<file path="src/rtl/branch_pred_if.sv">
// Lookup and resolve bus between the fetch/execute stages and the branch unit.
interface branch_pred_if #(
  parameter int unsigned XLEN = 32
);
  logic [XLEN-1:0] lk_pc;
  logic            lk_taken;
  logic            rs_valid;
  logic [XLEN-1:0] rs_pc;
  logic [2:0]      rs_funct3;
  logic [XLEN-1:0] rs_a;
  logic [XLEN-1:0] rs_b;
  logic            rs_pred;
  logic            rs_taken;
  logic            rs_mispred;
  logic            rs_err;

  modport master (
    output lk_pc, rs_valid, rs_pc, rs_funct3, rs_a, rs_b, rs_pred,
    input  lk_taken, rs_taken, rs_mispred, rs_err
  );

  modport slave (
    input  lk_pc, rs_valid, rs_pc, rs_funct3, rs_a, rs_b, rs_pred,
    output lk_taken, rs_taken, rs_mispred, rs_err
  );
endinterface

</file>
<file path="src/rtl/branch_pred_unit.sv">
// B-type branch resolution, 2-bit counter direction predictor and
// saturating branch/mispredict statistics.
module branch_pred_unit #(
  parameter int unsigned XLEN       = 32,
  parameter int unsigned IDX_BITS   = 6,
  parameter int unsigned CNT_W      = 16,
  parameter logic [1:0]  INIT_STATE = 2'b01
) (
  input  logic             clk,
  input  logic             rst,
  branch_pred_if.slave     bus,
  input  logic             stat_clr,
  output logic [CNT_W-1:0] stat_br,
  output logic [CNT_W-1:0] stat_mp
);

  localparam int unsigned DEPTH = 2 ** IDX_BITS;
  localparam logic [CNT_W-1:0] CNT_MAX = '1;

  logic [1:0]          table_q [DEPTH];
  logic [IDX_BITS-1:0] lk_idx;
  logic [IDX_BITS-1:0] rs_idx;

  logic [XLEN:0] diff;
  logic          eq;
  logic          ltu;
  logic          lt;
  logic          ovf;
  logic          legal;
  logic          cond;
  logic [1:0]    cur_ctr;
  logic [1:0]    nxt_ctr;
  logic          unused_pc_bits;

  assign lk_idx = bus.lk_pc[IDX_BITS+1:2];
  assign rs_idx = bus.rs_pc[IDX_BITS+1:2];
  assign unused_pc_bits = ^{bus.lk_pc[XLEN-1:IDX_BITS+2], bus.lk_pc[1:0],
                            bus.rs_pc[XLEN-1:IDX_BITS+2], bus.rs_pc[1:0]};

  // Zero-latency lookup; the table write lands after this edge, so reads see old data
  assign bus.lk_taken = table_q[lk_idx][1];

  // One subtractor serves all compares: borrow for unsigned, N xor V for signed
  assign diff = {1'b0, bus.rs_a} - {1'b0, bus.rs_b};
  assign eq   = (bus.rs_a == bus.rs_b);
  assign ltu  = diff[XLEN];
  assign ovf  = (bus.rs_a[XLEN-1] ^ bus.rs_b[XLEN-1]) & (bus.rs_a[XLEN-1] ^ diff[XLEN-1]);
  assign lt   = diff[XLEN-1] ^ ovf;

  always_comb begin
    legal = 1'b1;
    cond  = 1'b0;
    case (bus.rs_funct3)
      3'b000:  cond = eq;
      3'b001:  cond = ~eq;
      3'b100:  cond = lt;
      3'b101:  cond = ~lt;
      3'b110:  cond = ltu;
      3'b111:  cond = ~ltu;
      default: legal = 1'b0;
    endcase
  end

  assign bus.rs_taken   = bus.rs_valid & legal & cond;
  assign bus.rs_mispred = bus.rs_valid & legal & (bus.rs_taken != bus.rs_pred);
  assign bus.rs_err     = bus.rs_valid & ~legal;

  // Saturating counter step for the resolving entry
  always_comb begin
    cur_ctr = table_q[rs_idx];
    nxt_ctr = cur_ctr;
    if (cond) begin
      if (cur_ctr != 2'b11) nxt_ctr = cur_ctr + 2'd1;
    end else begin
      if (cur_ctr != 2'b00) nxt_ctr = cur_ctr - 2'd1;
    end
  end

  always_ff @(posedge clk) begin
    if (rst) begin
      for (int i = 0; i < int'(DEPTH); i++) table_q[i] <= INIT_STATE;
    end else if (bus.rs_valid && legal) begin
      table_q[rs_idx] <= nxt_ctr;
    end
  end

  // Statistics: clear dominates increment, both hold at all-ones
  always_ff @(posedge clk) begin
    if (rst || stat_clr) begin
      stat_br <= '0;
      stat_mp <= '0;
    end else if (bus.rs_valid && legal) begin
      if (stat_br != CNT_MAX) stat_br <= stat_br + CNT_W'(1);
      if (bus.rs_mispred && (stat_mp != CNT_MAX)) stat_mp <= stat_mp + CNT_W'(1);
    end
  end

endmodule

</file>
<file path="src/flat_wrapper.sv">
// flat-port wrapper written by rule: the top's interface ports become plain ports
module branch_pred_unit_flat 
#(
  parameter int unsigned XLEN       = 32,
  parameter int unsigned IDX_BITS   = 6,
  parameter int unsigned CNT_W      = 16,
  parameter logic [1:0]  INIT_STATE = 2'b01
)
  (clk, rst, stat_clr, stat_br, stat_mp, bus_lk_pc, bus_rs_valid, bus_rs_pc, bus_rs_funct3, bus_rs_a, bus_rs_b, bus_rs_pred, bus_lk_taken, bus_rs_taken, bus_rs_mispred, bus_rs_err);
  branch_pred_if #(.XLEN(XLEN)) bus_i ();
  input  logic clk;
  input  logic rst;
  input  logic stat_clr;
  output logic [CNT_W-1:0] stat_br;
  output logic [CNT_W-1:0] stat_mp;
  input wire logic [$bits(bus_i.lk_pc)-1:0] bus_lk_pc;
  input wire logic [$bits(bus_i.rs_valid)-1:0] bus_rs_valid;
  input wire logic [$bits(bus_i.rs_pc)-1:0] bus_rs_pc;
  input wire logic [$bits(bus_i.rs_funct3)-1:0] bus_rs_funct3;
  input wire logic [$bits(bus_i.rs_a)-1:0] bus_rs_a;
  input wire logic [$bits(bus_i.rs_b)-1:0] bus_rs_b;
  input wire logic [$bits(bus_i.rs_pred)-1:0] bus_rs_pred;
  output wire logic [$bits(bus_i.lk_taken)-1:0] bus_lk_taken;
  output wire logic [$bits(bus_i.rs_taken)-1:0] bus_rs_taken;
  output wire logic [$bits(bus_i.rs_mispred)-1:0] bus_rs_mispred;
  output wire logic [$bits(bus_i.rs_err)-1:0] bus_rs_err;
  assign bus_i.lk_pc = bus_lk_pc;
  assign bus_i.rs_valid = bus_rs_valid;
  assign bus_i.rs_pc = bus_rs_pc;
  assign bus_i.rs_funct3 = bus_rs_funct3;
  assign bus_i.rs_a = bus_rs_a;
  assign bus_i.rs_b = bus_rs_b;
  assign bus_i.rs_pred = bus_rs_pred;
  assign bus_lk_taken = bus_i.lk_taken;
  assign bus_rs_taken = bus_i.rs_taken;
  assign bus_rs_mispred = bus_i.rs_mispred;
  assign bus_rs_err = bus_i.rs_err;
  branch_pred_unit #(.XLEN(XLEN), .IDX_BITS(IDX_BITS), .CNT_W(CNT_W), .INIT_STATE(INIT_STATE)) u_core (.clk(clk), .rst(rst), .bus(bus_i), .stat_clr(stat_clr), .stat_br(stat_br), .stat_mp(stat_mp));
endmodule
</file>
<file path="config.mk">
export PLATFORM = sky130hd
export DESIGN_NAME = branch_pred_unit_flat
export DESIGN_NICKNAME = d
export VERILOG_FILES = /design/src/rtl/branch_pred_if.sv /design/src/rtl/branch_pred_unit.sv /design/src/flat_wrapper.sv
export SDC_FILE = /design/constraint.sdc
export NUM_CORES = 1
export LEC_CHECK = 0
export ABC_CLOCK_PERIOD_IN_PS = 11400
export CAP_MARGIN = 20
export CORE_AREA = 2 2 134 136
export DETAILED_ROUTE_END_ITERATION = 10
export DIE_AREA = 0 0 136 138
export GPL_TIMING_DRIVEN = 1
export PLACE_DENSITY = 0.88
export SYNTH_ARGS = -nofsm -noshare
export SYNTH_HDL_FRONTEND = slang
export SYNTH_SLANG_ARGS = --single-unit
</file>
<file path="constraint.sdc">
create_clock -name clk -period 11.4 [get_ports clk]
set_input_delay 2.85 -clock clk [delete_from_list [all_inputs] [get_ports clk]]
set_output_delay 2.85 -clock clk [all_outputs]
set_load 0.1 [all_outputs]
</file>
* Word level (Yosys, flattened, before mapping)
Memories as Yosys holds them, arrays and structs flattened.
Index checks and enable logic that the tools add are counted.
** Operators by class
- Reduce and logical (&&, ||, !) cells :: 9
- Equal/unequal tests :: 10
- Muxes and demuxes :: 13
- Add/subtract/negate cells :: 5
- Bitwise logic cells :: 12
** Operator list (number)
- subtractor 32 x 32 -> 33 bit :: 1
- adder 16 x 1 -> 16 bit (second input constant) :: 2
- equality test 32 bit :: 1
- inequality test 16 bit (second input constant) :: 2
- equality test 3 bit (second input constant) :: 4
- two-way mux 2 bit :: 4
- two-way mux 1 bit :: 7
- two-way mux 6 bit :: 1
- case mux 1 bit (6 select lines) :: 1
- OR reduction 6 bit :: 1
- AND 1 bit :: 5
- NOT 1 bit :: 4
- AND reduction 2 bit :: 2
- equality test 3 x 1 -> 1 bit (second input constant) :: 1
- zero test 3 bit :: 1
- bitwise XOR 1 bit :: 3
- adder 2 x 1 -> 2 bit (second input constant) :: 1
- logical AND 1 bit :: 2
- inequality test 2 bit (second input constant) :: 1
- nonzero test 2 bit :: 1
- OR reduction 2 bit :: 1
- subtractor 2 x 1 -> 2 bit (second input constant) :: 1
- logical OR 1 bit :: 1
- inequality test 1 bit :: 1
** Storage, ports and cells
- Register bits :: 32
- Memories kept :: 1
- Logic and storage cells :: 52
- Memory bits (writable) :: 128
- Output and inout bits :: 36
- Bits of input ports :: 136
** Memory list
- u_core.table_q :: words 64, bits a word 2, rd ports 2, clocked after Yosys merged registers in 0, write ports 64, line branch_pred_unit.sv:20 : logic [1:0] table_q [DEPTH];

* Logic depth before layout (Yosys ltp)
- Depth in word-level cells :: 11
- Mapped depth :: 20
- Mapped depth without buffers :: 18

* Worst setup path after synthesis
No wires, ideal clock.
- Kind :: input to output
- From :: input port bus_rs_b[1]
- To :: output port bus_rs_mispred
- Stages :: 18
- Data required time :: 8.550 ns
- Data arrival time :: 7.590 ns
- Slack :: 0.960 ns
- Cell sequence :: inv_1 -> ha_1 -> nor2b_1 -> o211ai_1 -> a21oi_1 -> a211o_1 -> a21o_1 -> a21oi_1 -> o311ai_0 -> a21o_1 -> a41oi_1 -> fa_1 -> a21o_1 -> a221oi_2 -> a31o_4 -> nor3_1 -> buf_6 -> nor3_1
** On the way
- Cells in the longest elaborated chain, start to end :: 9
- Elaborated cells on any way between the ends :: 12
- Those cells by class :: 1 x add/sub; 2 x eq/ne; 1 x mux; 8 x bitwise
** RTL lines
- start: declaration :: line flat_wrapper.sv:21 : input wire logic [$bits(bus_i.rs_b)-1:0] bus_rs_b;
- subtractor 32 x 32 -> 33 bit :: line branch_pred_unit.sv:44 : assign diff = {1'b0, bus.rs_a} - {1'b0, bus.rs_b};
- bitwise XOR 1 bit :: line branch_pred_unit.sv:47 : assign ovf = (bus.rs_a[XLEN-1] ^ bus.rs_b[XLEN-1]) & (bus.rs_a[XLEN-1] ^ diff[XLEN-1]);
- AND 1 bit :: line branch_pred_unit.sv:47
- bitwise XOR 1 bit :: line branch_pred_unit.sv:48 : assign lt = diff[XLEN-1] ^ ovf;
- NOT 1 bit :: line branch_pred_unit.sv:57 : 3'b101: cond = ~lt;
- case mux 1 bit (6 select lines) (*) :: line branch_pred_unit.sv:53 : case (bus.rs_funct3)
- AND 1 bit (*) :: line branch_pred_unit.sv:64 : assign bus.rs_taken = bus.rs_valid & legal & cond;
- inequality test 1 bit (*) :: line branch_pred_unit.sv:65 : assign bus.rs_mispred = bus.rs_valid & legal & (bus.rs_taken != bus.rs_pred);
- AND 1 bit (*) :: line branch_pred_unit.sv:65
- end: declaration :: line flat_wrapper.sv:25 : output wire logic [$bits(bus_i.rs_mispred)-1:0] bus_rs_mispred;
Mark *: on every way between the ends. The rest lies on a longest branch, timed or not.

* Worst setup path in the final report
Ends and elaborated chain as after synthesis.

==> summary.md <==
| Metric | Value |
|---|---|
| Max clock buf depth | 2 |
| Final setup margin | 1.72 ns |
| Seq pwr share | 45.8% |
| Ys flop type | edfxtp_1 |
| Vias in the first global route | roughly 8,400 |
| Hpwl dp | 18.0 mm |
| Via count | about 8,400 |
| Worst Reg-to-Reg Cells | 9 |
| Hold worst-path end | u_core.stat_mp[8] |
| Share of layout cells above drive strength 1 | 12.5% |
| Detail Route Antenna Nets | 0 |
| Post-synth ARST share | 0% |
| Antenna diode count | 0 |
| R2r setup slk | ~7.9 ns |
| Htree depth | 4 |
| Final hold violations | 0 |
| HP Class | reg2reg |
| Final Max Tran Viols | 0 |
| Yosys reg bits | 160 |
| Maximum VDD drop | 0.111 mV |
| Worst hold slack | 0.507 ns |
| DRC | 0 |
| Initial Util | 56.7% |
| Crit end category | output pin |
| Core area | 0.0175 mm² |
| Die Y | 138 µm |
| Total CTS buffers | 17 |
| Fin crit share | 84.9% |
| Average cell area after synthesis | 10.1 µm² |
| Most common cell after layout, fill and taps aside | edfxtp_1 |
| Worst clock skew | about 0.016 ns |
| PortBufs | 119 |
| Clock latency on the worst-skew pair | 0.44 ns |
| Syn Inst Count | 982 |
| Switch share | 27.2% |
| Resize count post-CTS | 0 |
| Outcome | completed |
| Post-CTS Hold Fix Bufs | 0 |
| Layout fillers | 1,288 |
| Drt via density | about 6.4 |
| Rows | 49 |
| Wirelength, routed | between 20 and 30 mm |
| Antenna violations before repair | 0 |
| GR Overflow Total | 0 |
| Pleak | roughly 4.0 nW |
| Fin Setup TNS | 0 ns |
| Drt wl/cell | slightly above 20 µm |
| Largest net degree at the start of global routing | 76 |
| Critical R2R Capture | u_core.table_q[25][0] |
| Final Power | 1.41 mW |
| # Max-Cap Violations | 0 |
| Sw Pwr | between 0.3 and 0.4 mW |
| CP startpoint kind | input port |
| Area delta synth->final | 18.0% |
| First-pass GRT wire length | 41.6 mm |
| Data required, critical path | roughly 8.6 ns |
| Postcts setup bufs | 0 |
| PD cells | ~120 mW/mm² |
| Tmin final | 9.68 ns |
| Clk pwr share | 37.2% |
| Root buf cell | clkbuf_16 |
| Initial drt markers | 984 |
| Post-synthesis sequential area ratio | 45.1% |
| CTS tree | done |
| Post-layout util | 66.9% |
| Most frequent cells in the layout | edfxtp_1, clkdlybuf4s50_1, nor2_1 |
| Pre-Repair DR Iteration Count | 6 |
| IO Pins | 172 |
| Hold Path Cell Cnt | 2 |
| Number of synthesized flops with an enable pin | about 130 |
| Die width | 136 µm |
| Yosys warns | 0 |
| Die area | approximately 0.019 mm² |
| NumNets Final | between 1,000 and 1,500 |
| Worst-Margin Slew | between 1 and 1.5 ns |
| Clock-pin slew on the worst setup and hold paths | 0.06 ns |
| Count of cell types in the netlist | 75 |
| All-Layer GR Usage | approximately 28% |
| Syn Nets | 1,153 |
| Comb pwr share | 16.9% |
| Unrepaired setup endpoints after global routing | false |
| Gpl congestion | 0.922 |
| Relative slew slack | 18.3% |
| Hold_sp | u_core.stat_mp[8] |
| Final Setup Violations | 0 |
| Clock Sinks | 160 |
| R2r startpoint | u_core.table_q[63][1] |
| Int Pwr | 1.03 mW |
| Post-Place Worst Slack | 1.75 ns |
| Crit path arrival time | 6.83 ns |
| Synthesized area | 0.00994 mm² |
| Fmax | about 0.10 GHz |
| Worst-path fanout max | 12 |
| WS Path Type | in2out |
-- cell type report --
type / instances / area [µm²] / share of cell area, %
multi-input combinational: 714 / 4960 / 42.3
sequential: 160 / 4480 / 38.2
timing repair buffer: 135 / 1320 / 11.2
clock buffer: 20 / 437 / 3.72
tap: 229 / 287 / 2.44
inverter: 39 / 146 / 1.25
clock inverter: 11 / 92.6 / 0.790
-- flip-flops by register name, indices dropped and copies added (netlist names) --
| name | flops |
|---|---|
| u_core.table_q | 128 |
| u_core.stat_br | 16 |
| u_core.stat_mp | 16 |
-- cells in the mapped netlist, drive strengths merged, types with 4 or more instances --
cell type / number / area share [%]
a21o: 13 / 0.98
clkbuf: 35 / 1.3
or4: 6 / 0.49
dfxtp: 32 / 6.4
nor4: 11 / 1.1
o211ai: 5 / 0.43
a21oi: 47 / 2.4
buf: 34 / 2.2
or2: 18 / 1.1
nand2: 98 / 3.7
o31ai: 5 / 0.38
a221oi: 13 / 1.4
and3: 12 / 0.76
and2: 7 / 0.44
nand2b: 39 / 2.5
a31oi: 6 / 0.44
and4: 5 / 0.44
a211o: 5 / 0.44
edfxtp: 128 / 39
a22o: 4 / 0.35
nor2: 105 / 4.0
o21ai: 14 / 0.71
nand3: 74 / 3.7
nor3b: 8 / 0.65
ha: 34 / 4.3
or3: 10 / 0.63
mux4: 26 / 5.9
xor2: 11 / 0.97
a22oi: 11 / 0.83
nand4: 14 / 0.88
inv: 38 / 1.4
o22ai: 6 / 0.38
nor3: 26 / 2.1
mux2: 10 / 1.1
mux2i: 22 / 2.2
nor2b: 11 / 0.69
-- cells by family (layout without fill, tap and decap cells) --
kind of cell,after synthesis,count (layout),synth area share (%)
AO/OA/AOI/OAI,156,156,11.1
AND/OR/NAND/NOR,449,449,23.6
XOR/XNOR,14,14,1.23
adder cells (fa/ha/maj),37,37,4.70
multiplexers,58,58,9.24
flip-flops,160,160,45.1
buffers and inverters,108,205,4.97
-- power by group through the flow --
| stage | sequential, mW | combinational, mW | clock (mW) |
|---|---|---|---|
| 6_report | 0.647 | 0.239 | 0.526 |
| 5_1_grt | 0.648 | 0.255 | 0.547 |
| 3_5_place_dp | 0.659 | 0.234 | 0 |
| 4_1_cts | 0.647 | 0.235 | 0.527 |
| 3_3_place_gp | 0.658 | 0.226 | 0 |
| 2_1_floorplan | 0.659 | 0.163 | 0 |
-- critical path, cell delays in order --
cell,delay [ns]
clkdlybuf4s50_1,0.45
inv_1,0.04
ha_1,0.28
nor2b_1,0.13
o211ai_1,0.09
a21oi_1,0.13
a211o_1,0.14
a21o_1,0.11
a21oi_1,0.06
o311ai_0,0.40
a21o_1,0.18
a41oi_1,0.12
fa_1,0.42
a21o_1,0.20
a221oi_2,0.32
a31o_4,0.17
nor3_1,0.05
buf_4,0.19
nor3_1,0.16
buf_4,0.32
-- stage by stage --
step | instances | instance area, µm²
after floorplan | 982 | 9940
after global placement | 1275 | 11200
after detailed placement | 1277 | 11200
after CTS | 1308 | 11700
after global routing | 1308 | 11700
final | 1308 | 11700
-- how the worst max path moves through the flow --
stage            startpoint              to  depth (start not counted)
3_5_place_dp    bus_rs_b[1]  bus_rs_mispred                         20
3_3_place_gp   bus_lk_pc[2]    bus_lk_taken                          6
5_1_grt         bus_rs_b[1]  bus_rs_mispred                         20
4_1_cts         bus_rs_b[1]  bus_rs_mispred                         20
6_report        bus_rs_b[1]  bus_rs_mispred                         20
2_1_floorplan   bus_rs_b[1]  bus_rs_mispred                         18
-- routing by layer --
metal / part of all wire, % / vias up / GRT usage [%]
met2: 49 / 527 / 47.0
met4: 3.9 / 0 / 13.8
li1: - / 3808 / -
met5: 0 / - / 0
met3: 11 / 98 / 7.44
met1: 37 / 3956 / 34.1
No activity file was read; power rests on OpenSTA's default activity.
